==> config.mk <==
export PLATFORM = sky130hd
export DESIGN_NAME = scan_inject_ctrl
export DESIGN_NICKNAME = d
export VERILOG_FILES = /design/src/rtl/scan_inject_ctrl.sv
export SDC_FILE = /design/constraint.sdc
export NUM_CORES = 1
export LEC_CHECK = 0
export BUFFER_PORTS_ARGS = -buffer_cell sky130_fd_sc_hd__buf_2
export CORE_MARGIN = 5
export CORE_UTILIZATION = 50
export CTS_BUF_LIST = sky130_fd_sc_hd__clkbuf_8 sky130_fd_sc_hd__clkbuf_16
export DETAILED_ROUTE_END_ITERATION = 6
export PLACE_DENSITY = 0.76
export SLEW_MARGIN = 10
export SYNTH_ARGS = -nofsm -noshare
export SYNTH_HDL_FRONTEND = slang
export SYNTH_SLANG_ARGS = --single-unit
export TNS_END_PERCENT = 10
==> constraint.sdc <==
create_clock -name clk -period 2 [get_ports clk]
set_clock_uncertainty 0.2 [all_clocks]
set_input_delay 0.5 -clock clk [delete_from_list [all_inputs] [get_ports clk]]
set_output_delay 0.5 -clock clk [all_outputs]
set_load 0.02 [all_outputs]
==> src/rtl/scan_inject_ctrl.sv <==
// Scan-inject sequencer: shifts a pattern into the scan chain, captures the old contents,
// then streams them out byte-wise over valid/ready. Define SCAN_INJECT_HDR_EN to prefix a 0xA5 header byte.
module scan_inject_ctrl #(
  parameter int CHAIN_LEN = 32
) (
  input  logic                 clk,
  input  logic                 rst_n,
  input  logic                 start,
  input  logic [CHAIN_LEN-1:0] inject_data,
  output logic                 scan_en,
  output logic                 scan_in,
  input  logic                 scan_out,
  output logic [7:0]           tx_data,
  output logic                 tx_valid,
  input  logic                 tx_ready,
  output logic                 busy,
  output logic                 done
);

  localparam int BIT_W = $clog2(CHAIN_LEN + 1);
`ifdef SCAN_INJECT_HDR_EN
  localparam int NBYTES = CHAIN_LEN / 8 + 1;
  localparam int BYTE_W = $clog2(CHAIN_LEN / 8 + 2);
`else
  localparam int NBYTES = CHAIN_LEN / 8;
  localparam int BYTE_W = $clog2(CHAIN_LEN / 8 + 1);
`endif
  localparam logic [BIT_W-1:0]  BIT_LAST  = BIT_W'(CHAIN_LEN - 1);
  localparam logic [BYTE_W-1:0] BYTE_LAST = BYTE_W'(NBYTES - 1);

  typedef enum logic [1:0] {IDLE, SHIFT, DUMP, DONE} state_t;

  state_t               state, state_nxt;
  logic [CHAIN_LEN-1:0] sr, sr_nxt;
  logic [BIT_W-1:0]     bit_cnt, bit_cnt_nxt;
  logic [BYTE_W-1:0]    byte_cnt, byte_cnt_nxt;
  logic                 start_q;
  logic                 hdr_phase;

  // The header occupies byte slot 0 and leaves the captured data untouched.
`ifdef SCAN_INJECT_HDR_EN
  assign hdr_phase = (byte_cnt == '0);
`else
  assign hdr_phase = 1'b0;
`endif

  always_ff @(posedge clk or negedge rst_n) begin
    if (!rst_n) begin
      state    <= IDLE;
      sr       <= '0;
      bit_cnt  <= '0;
      byte_cnt <= '0;
      start_q  <= 1'b0;
    end else begin
      state    <= state_nxt;
      sr       <= sr_nxt;
      bit_cnt  <= bit_cnt_nxt;
      byte_cnt <= byte_cnt_nxt;
      start_q  <= start;
    end
  end

  always_comb begin
    state_nxt    = state;
    sr_nxt       = sr;
    bit_cnt_nxt  = bit_cnt;
    byte_cnt_nxt = byte_cnt;
    scan_en      = 1'b0;
    scan_in      = 1'b0;
    tx_data      = 8'h00;
    tx_valid     = 1'b0;
    busy         = 1'b0;
    done         = 1'b0;
    case (state)
      IDLE: begin
        if (start && !start_q) begin
          sr_nxt       = inject_data;
          bit_cnt_nxt  = '0;
          byte_cnt_nxt = '0;
          state_nxt    = SHIFT;
        end
      end
      SHIFT: begin
        busy        = 1'b1;
        scan_en     = 1'b1;
        scan_in     = sr[0];
        sr_nxt      = {scan_out, sr[CHAIN_LEN-1:1]};
        bit_cnt_nxt = bit_cnt + 1'b1;
        if (bit_cnt == BIT_LAST) state_nxt = DUMP;
      end
      DUMP: begin
        busy     = 1'b1;
        tx_valid = 1'b1;
        tx_data  = hdr_phase ? 8'hA5 : sr[7:0];
        if (tx_ready) begin
          byte_cnt_nxt = byte_cnt + 1'b1;
          if (!hdr_phase) sr_nxt = sr >> 8;
          if (byte_cnt == BYTE_LAST) state_nxt = DONE;
        end
      end
      DONE: begin
        busy      = 1'b1;
        done      = 1'b1;
        state_nxt = IDLE;
      end
      default: state_nxt = IDLE;
    endcase
  end

endmodule

# Word-level counts from Yosys, hierarchy flattened
# Index checks and enable logic that the tools add are counted.
[word_totals] reg_bits=44 latch_bits=0 ramBits=0 romBits=0 inputBits=37 out_inout_bits=13 wordCells=46 n_memories=0
[op_classes] addsub=2 mul=0 n_div=0 n_lt_le_gt_ge=0 eq_ne=9 shift=0 n_mux=19 n_bitwise=0 reduce_logical=11
[op_table] cell="32-bit one-hot mux with 3 select lines" count=1
[op_table] cell="32-bit 2-to-1 mux" count=2
[op_table] cell="6-bit one-hot mux with 2 select lines" count=1
[op_table] cell="2-bit 2-to-1 mux" count=4
[op_table] cell="8-bit 2-to-1 mux" count=1
[op_table] cell="2-bit != test (second input constant)" count=4
[op_table] cell="2-bit one-hot mux with 4 select lines" count=1
[op_table] cell="6-bit by 1-bit adder with 6-bit output (second input constant)" count=1
[op_table] cell="6-bit by 5-bit equality test with 1-bit output (second input constant)" count=1
[op_table] cell="3-bit 2-to-1 mux" count=2
[op_table] cell="6-bit 2-to-1 mux" count=1
[op_table] cell="3-bit one-hot mux with 2 select lines" count=1
[op_table] cell="3-bit AND reduction" count=2
[op_table] cell="1-bit 2-to-1 mux" count=5
[op_table] cell="2-bit equality test (second input constant)" count=2
[op_table] cell="4-bit AND reduction" count=1
[op_table] cell="2-bit nonzero test" count=2
[op_table] cell="3-bit by 1-bit adder with 3-bit output (second input constant)" count=1
[op_table] cell="3-bit by 2-bit equality test with 1-bit output (second input constant)" count=1
[op_table] cell="3-bit nonzero test" count=1
[op_table] cell="3-bit OR reduction" count=1
[op_table] cell="2-bit by 1-bit equality test with 1-bit output (second input constant)" count=1
[op_table] cell="2-bit logical NOT" count=1
[op_table] cell="2-bit AND reduction" count=1
[op_table] cell="2 further kinds" count=2

# Logic depth before layout (Yosys ltp)
# Gate-level depths: netlist (run 1).
[logic_depth] ltp_word=4 ltp_mapped=8 mapped_depth_nobuf=6

# Worst setup path after synthesis (run 1)
# OpenSTA, ideal clock, no wires.
[synth_timing] path_type="reg2out" start="reg state[0]" end="out tx_data[0]" arrival_time_ps=1595 required_ps=1300 slack_ps=-295 stages_incl_launch_ff=7 n_path_buf=3 path_cell_list="dfrtp_1 > inv_1 > ha_1 > buf_2 > buf_2 > buf_2 > and2_1"
[synth_between] elab_chain_cells=2
[synth_rtl] item="start, declared" line_no="33" text="state_t state, state_nxt;"
[synth_rtl] item="start signal, assigned" line_no="55" text="state <= state_nxt;"
[synth_rtl] item="2-bit equality test" line_no="74" text="case (state)"
[synth_rtl] item="8-bit 2-to-1 mux" line_no="74"
[synth_rtl] item="end, declared" line_no="13" text="output logic [7:0] tx_data,"
# Every way passes these cells.

# Worst setup path after layout (run 1)
[layout_timing] start="reg state[0]" end="reg sr[8]"
[layout_between] elab_chain_cells=3 word_cells_on_any_way=8 cone_classes="eq/ne (4); mux (1); reduce/logical (3)"
[layout_rtl] item="2-bit equality test (tied with other cells)" line_no="74"
[layout_rtl] item="2-bit != test (no line) or 3-bit nonzero test (tied branches)"
[layout_rtl] item="3-bit AND reduction (no line)"
[layout_rtl] item="end signal, assigned" line_no="56" text="sr <= sr_nxt;"
[layout_rtl] item="end, declared" line_no="34" text="logic [CHAIN_LEN-1:0] sr, sr_nxt;"
# Several ways; a longest one is shown, not always the timed one.
# A chain may end at the register's enable or synchronous reset.

==> results of run 1 <==
[power groups by stage]
stage / clock, mW / combinational (mW) / sequential, mW
after floorplan: 0 / 0.0697 / 0.960
after global placement: 0 / 0.134 / 0.969
after detailed placement: 0 / 0.138 / 0.969
after CTS: 0.587 / 0.140 / 0.952
after global routing: 0.624 / 0.157 / 0.958
final: 0.574 / 0.138 / 0.952
[worst max-delay path, delay by kind of cell (launching register included)]
family	cells	cell delay, ps
compound gates	2	440
flops	1	390
fa+ha+maj	1	200
simple gates	2	230
buf+inv	3	450
[cell families (layout without fill, tap and decap cells)]
kind of cell / count (synthesis) / after routing
adders and majority gates: 8 / 8
buffers and inverters: 27 / 81
AOI/OAI and AO/OA: 105 / 105
and+or+nand+nor: 99 / 99
DFF: 44 / 44
muxes: 2 / 2
[cell type report]
| type | count | area [um2] | area share |
|---|---|---|---|
| Multi-Input combinational cell | 214 | 1349 | 0.4246 |
| Tap cell | 70 | 87.58 | 0.02757 |
| Clock buffer | 6 | 82.58 | 0.02599 |
| Timing Repair Buffer | 68 | 529.3 | 0.1666 |
| Sequential cell | 44 | 1102 | 0.3470 |
| Clock inverter | 2 | 7.507 | 0.002363 |
| Inverter | 5 | 18.77 | 0.005908 |
[sequential cells by signal, indices dropped and copies added, names as in the netlist]
signal,count
sr,32
bit_cnt,6
start_q,1
state,2
byte_cnt,3
[what timing repair did]
action / 4_1_cts / 5_1_grt
cloned: 0 / 3
resized for setup: 20 / 5
endpoints found under the setup margin: 11 / 46
hold buffers: 1 / 0
buffers inserted: 5 / 1
endpoints found under the hold margin: 44 / 0
pin swaps: 0 / 3
[Yosys cell counts]
master / count / area (um2)
buf_2: 9 / 45.04
o22ai_1: 1 / 6.260
nand2b_1: 4 / 25.02
a32o_1: 1 / 10.01
nor2b_1: 9 / 56.30
ha_1: 8 / 100.1
or2_1: 2 / 12.51
o21ai_0: 24 / 120.1
a21o_1: 1 / 7.510
and2_1: 10 / 62.56
dfrtp_1: 44 / 1101
a32oi_1: 1 / 8.760
buf_4: 1 / 7.510
a21oi_1: 8 / 40.04
mux2i_1: 1 / 10.01
nand3_1: 4 / 20.02
o21ai_2: 27 / 236.5
nand4b_1: 1 / 8.760
o21a_1: 1 / 7.510
a22o_1: 3 / 26.28
a22oi_1: 24 / 180.2
buf_1: 2 / 7.510
mux2_1: 1 / 11.26
buf_6: 7 / 78.83
inv_1: 5 / 18.77
nor2_1: 3 / 11.26
o211ai_1: 1 / 7.510
nand2_1: 65 / 244.0
clkbuf_1: 3 / 11.26
nand2b_4: 1 / 13.76
o21ai_1: 11 / 55.05
a21oi_2: 1 / 8.760
a211o_1: 1 / 8.760
[stage by stage]
| step | setup slack, ps | setup TNS [ps] |
|---|---|---|
| after floorplan | -18.70 | -149.6 |
| after global placement | 132.3 | 0 |
| after detailed placement | 88.41 | 0 |
| after CTS | -43.50 | -563.0 |
| after global routing | -107.3 | -3380 |
| final | -25.13 | -144.0 |
[how the worst max path moves through the flow]
stage                   from         end  slack (ps)  depth (start not counted)
detailed placement  state[0]      sr[10]          90                          7
global placement    state[0]      sr[17]         130                          7
floorplan           state[0]  tx_data[0]         -20                          6
CTS                 state[0]     scan_in         -40                          4
global route        state[0]      sr[14]        -110                          8
finish              state[0]       sr[8]         -30                          8
[metal layers]
metal | share of wire | global-route usage | wire [um] | vias up
met4 | 0.022 | 0.06977 | 135 | 0
met5 | 0 | 0 | 0 | -
met3 | 0.057 | 0.03838 | 353 | 12
met1 | 0.44 | 0.2495 | 2732 | 1059
met2 | 0.48 | 0.2972 | 3015 | 67
li1 | - | - | - | 1101
==> summary.md, run 1 <==
| Metric | Value |
|---|---|
| Area post-placement | `2885 um2` |
| Worst-skew pair later-pin latency | `300 ps` |
| Largest stage delay on the critical path | `390 ps` |
| NetSw | `396.5 uW` |
| Hold Crit Class | `input port to flop` |
| Core area | `5042 um2` |
| Die X | `81.68 um` |
| Synth warnings | `0` |
| Fin util | `0.6300` |
| CTS Buf Count | `5` |
| Crit path DAT | `2010 ps` |
| Xor/xnor share of the synthesized area | `0` |
| Tot GR Track Use | `0.1861` |
| Vias per cell | `5.474` |
| Post-synthesis register bit count | `44` |
| Failing checks | `setup timing` |
| First-pass GRT wire length | `9.791 mm` |
| DRC Markers | `0` |
| Placer congestion estimate | `0.7830` |
| Num rows | `26` |
| Switching share of power | `0.2382` |
| Initial Utilization | `0.5094` |
| WHS Path Cells | `1` |
| CTS Sinks | `44` |
| P_leak | `1.474 nW` |
| R2r worst-path depth | `8` |
| Vias in the first global route | `2145` |
| Port bufs | `49` |
| Worst-path clk slew | `80 ps` |
| Initial antenna violation count | `0` |
| Cell area power density | `524.0 nW/um2` |
| Final nets | `383` |
| Critical-path cell list | `inv_2 -> ha_4 -> buf_4 -> nor2b_1 -> a211o_2 -> clkbuf_16 -> nand2_1 -> o21ai_2` |
| Io pins | `50` |
| CTS tree | `yes` |
| Hpwl dp | `3.867 mm` |
| Final setup fails | `16` |
| Antenna Cells | `0` |
| Vias | `2239` |
| Final Max Tran Viols | `0` |
| TritonRoute pass-1 iters | `4` |
| # Max-Cap Violations | `0` |
| Achievable Freq | `0.4938 GHz` |
| Critical Setup Path Class | `flop to flop` |
| Syn_nets | `330` |
| Slowest-stage cell, CP | `dfrtp_1` |
| Routed Antenna Nets | `0` |
| Htree depth | `2` |
| Final worst slack | `-25.13 ps` |
| Area of the mapped netlist | `2569 um2` |
| Power Total | `1.665 mW` |
| Min Tclk post-route | `2025 ps` |
| Avg Inst Size Synth | `9.013 um2` |
| Post-Synth Simple-Gate Area | `0.1768` |
| Hold path startpoint | `start` |
| RSZ-0062 raised after global routing | `true` |
| # fillers | `419` |
| Die height | `81.68 um` |
| Synthesis-to-layout area growth | `23.67%` |
| Worst Path Max Fanout | `16` |
| Part of the cycle the worst path needs | `1.013` |
| Commonest non-fill, non-tap cell in the layout | `nand2_1` |
| Critical Path End Type | `flop` |
| Final cell count without fillers | `409` |
| Clk pwr share | `0.345` |
| Status | `finished with violations` |
| Synth Area in Compound Gates | `0.2815` |
| Mux cell area share after synthesis | `0.008281` |
| CTS root buf | `clkbuf_8` |
| Slew headroom | `0.7945` |
| Largest net degree at the start of global routing | `65` |
| Comb power frac | `0.083` |
| Reg2reg start | `state[0]` |
| FF-to-FF setup slack | `-30 ps` |
| Layout cells sized above 1 | `0.3540` |
| Initial DRC Count | `190` |
| Hold Path Sink | `start_q` |
| Synthesized instance count | `285` |
| Die area | `6671 um2` |
| Sequential area share after synthesis | `0.4286` |
| Synth cell types | `33` |
| GRT overflow | `0` |
| CP required | `1990 ps` |
| CTS Buffer Depth | `2` |
| Hold_ws | `152.5 ps` |
| Setup crit start kind | `flop` |
| Cell Int Power | `1.268 mW` |
| Measured slew at the worst slew-check pin | `308.2 ps` |
| Wire length per cell | `15.25 um` |
| WL final | `6.236 mm` |
| Area share of fa/ha/maj cells after synthesis | `0.03897` |
| Maximum vdd drop | `0.3476 mV` |
| Main combinational cell family by area after synthesis | `compound AO/OA/AOI/OAI gates` |
| Placed cells | `391` |
| Fin area | `3177 um2` |
| Hold Fails Final Rpt | `0` |
| Commonest cells after routing, fill and taps aside | `nand2_1 (65), dfrtp_1 (43), buf_2 (39)` |
| RR Endpoint | `sr[8]` |
| Sequential power share | `0.572` |
Note: power is estimated with default switching activity, not from simulation.
==> run 2, diff against run 1 <==
- CELL_PAD_IN_SITES_DETAIL_PLACEMENT: unset -> 0
- CELL_PAD_IN_SITES_GLOBAL_PLACEMENT: unset -> 1
- CORE_UTILIZATION: 50 -> 37
- PLACE_DENSITY: 0.76 -> unset
- PLACE_DENSITY_LB_ADDON: unset -> 0.1
==> summary.md, run 2 (synthesis results as in run 1) <==
| Metric | Value |
|---|---|
| Failing checks | `setup timing` |
| Worst-path clk slew | `80 ps` |
| Antenna Cells | `0` |
| Io pins | `50` |
| Area post-placement | `2953 um2` |
| Largest stage delay on the critical path | `450 ps` |
| Htree depth | `2` |
| Initial antenna violation count | `0` |
| Hold Fails Final Rpt | `0` |
| Largest Register | `sr` |
| # fillers | `657` |
| Initial Utilization | `0.3781` |
| Vias per cell | `4.914` |
| CP top delay family | `flip-flops` |
| First-pass GRT wire length | `10.51 mm` |
| Critical Setup Path Class | `flop to primary output` |
| Routed Antenna Nets | `0` |
| Hold Crit Class | `input port to flop` |
| Initial DRC Count | `92` |
| Die area | `8709 um2` |
| Vias in the first global route | `2044` |
| Commonest cells after routing, fill and taps aside | `nand2_1 (65), dfrtp_1 (44), buf_2 (40)` |
| Core area | `6794 um2` |
| Final worst slack | `-26.79 ps` |
| CP bufs+invs | `2` |
| Crit path DAT | `1330 ps` |
| CP required | `1300 ps` |
| Worst Path Max Fanout | `7` |
| Largest net degree at the start of global routing | `47` |
| P_leak | `1.525 nW` |
| Setup crit start kind | `flop` |
| Die height | `93.32 um` |
| Port bufs | `49` |
| Achievable Freq | `0.4934 GHz` |
| RSZ-0062 raised after global routing | `true` |
| Die X | `93.32 um` |
| CTS root buf | `clkbuf_8` |
| Layout cells sized above 1 | `0.3739` |
| Largest register FFs | `32` |
| WHS Path Cells | `1` |
| Final setup fails | `8` |
| CTS Sinks | `44` |
| GRT overflow | `0` |
| Final Max Tran Viols | `0` |
| Worst-skew pair later-pin latency | `300 ps` |
| Power Total | `1.844 mW` |
| Placer congestion estimate | `0.7101` |
| Critical-path cell list | `ha_4 -> buf_12 -> and2_4 -> buf_6` |
| WL final | `6.268 mm` |
| Tot GR Track Use | `0.1514` |
| CTS Buf Count | `5` |
| Hpwl dp | `4.163 mm` |
| TritonRoute pass-1 iters | `4` |
| Vias | `2167` |
| Wire length per cell | `14.21 um` |
| Cell area power density | `553.0 nW/um2` |
| Status | `finished with violations` |
| Final nets | `389` |
| Fin area | `3334 um2` |
| Largest regs | `sr x32, bit_cnt x6, byte_cnt x3` |
| CTS Buffer Depth | `2` |
| Commonest non-fill, non-tap cell in the layout | `nand2_1` |
| WP depth | `4` |
| Critical Path End Type | `primary output` |
| CTS tree | `yes` |
| Maximum vdd drop | `0.3025 mV` |
| Part of the cycle the worst path needs | `1.013` |
| Slew headroom | `0.8088` |
| # Max-Cap Violations | `0` |
| Fin util | `0.4908` |
| Measured slew at the worst slew-check pin | `286.8 ps` |
| Synthesis-to-layout area growth | `29.81%` |
| Num rows | `30` |
| R2r worst-path depth | `8` |
| Slowest-stage cell, CP | `dfrtp_1` |
| DRC Markers | `0` |
| Min Tclk post-route | `2027 ps` |
run 2: cell count changes in the layout (fill, tap and decap cells not counted), sizes merged:
| cell | change |
|---|---|
| clkbuf | -1 |
| inv | -2 |
| bufinv | +1 |
| buf | +8 |
run 2: repair_timing:
| item | in CTS | in global routing |
|---|---|---|
| gates resized for setup | 32 | 9 |
| setup endpoints to repair | 12 | 15 |
| pin swaps | 2 | 1 |
| hold buffers | 1 | 0 |
| setup buffers | 11 | 1 |
| hold endpoints to repair | 44 | 0 |
run 2: layer usage:
layer | global-route usage | wire length (um) | vias to the layer above
met4 | 0.04762 | 49 | 0
met5 | 0 | 0 | -
met1 | 0.2300 | 3117 | 997
met3 | 0.02414 | 251 | 4
li1 | - | - | 1117
met2 | 0.2174 | 2849 | 49
run 2: path summary, 6_finish.rpt:
path / slack [ps] / start / to
worst min-delay path: 160 / start / start_q
worst max register to register: 30 / state[1] / state[1]
worst max-delay path: -30 / state[1] / tx_data[6]
max in group asynchronous: 870 / rst_n / sr[19]
worst min register to register: 300 / byte_cnt[0] / byte_cnt[0]
min in group asynchronous: 510 / rst_n / sr[2]
run 2: per-stage QoR:
stage / TNS (ps) / std cells / worst slack [ps] / hold slack (ps)
6_report: -171.7 / 441 / -26.79 / 159.5
5_1_grt: -620.0 / 441 / -63.78 / 148.2
4_1_cts: -205.0 / 440 / -43.21 / 146.1
3_5_place_dp: 0 / 420 / 66.08 / 292.1
3_3_place_gp: 0 / 420 / 115.4 / 273.1
2_1_floorplan: -149.6 / 285 / -18.70 / 4.409
run 2: layout make-up:
cell class | instances | area [um2] | area share
multi-input cells | 214 | 1381 | 0.4143
inverters | 5 | 18.77 | 0.005629
well taps | 96 | 120.1 | 0.03602
repair buffers | 74 | 586.8 | 0.1760
clock buffers | 7 | 96.34 | 0.02889
clock inverters | 1 | 30.03 | 0.009006
flip-flops and latches | 44 | 1101 | 0.3302
run 2: power breakdown:
part	leakage [nW]	switching (mW)	internal, mW
clock network	0.0645	0.311	0.441
logic	0.947	0.0638	0.0744
registers	0.513	0.0311	0.923
total	1.52	0.406	1.44
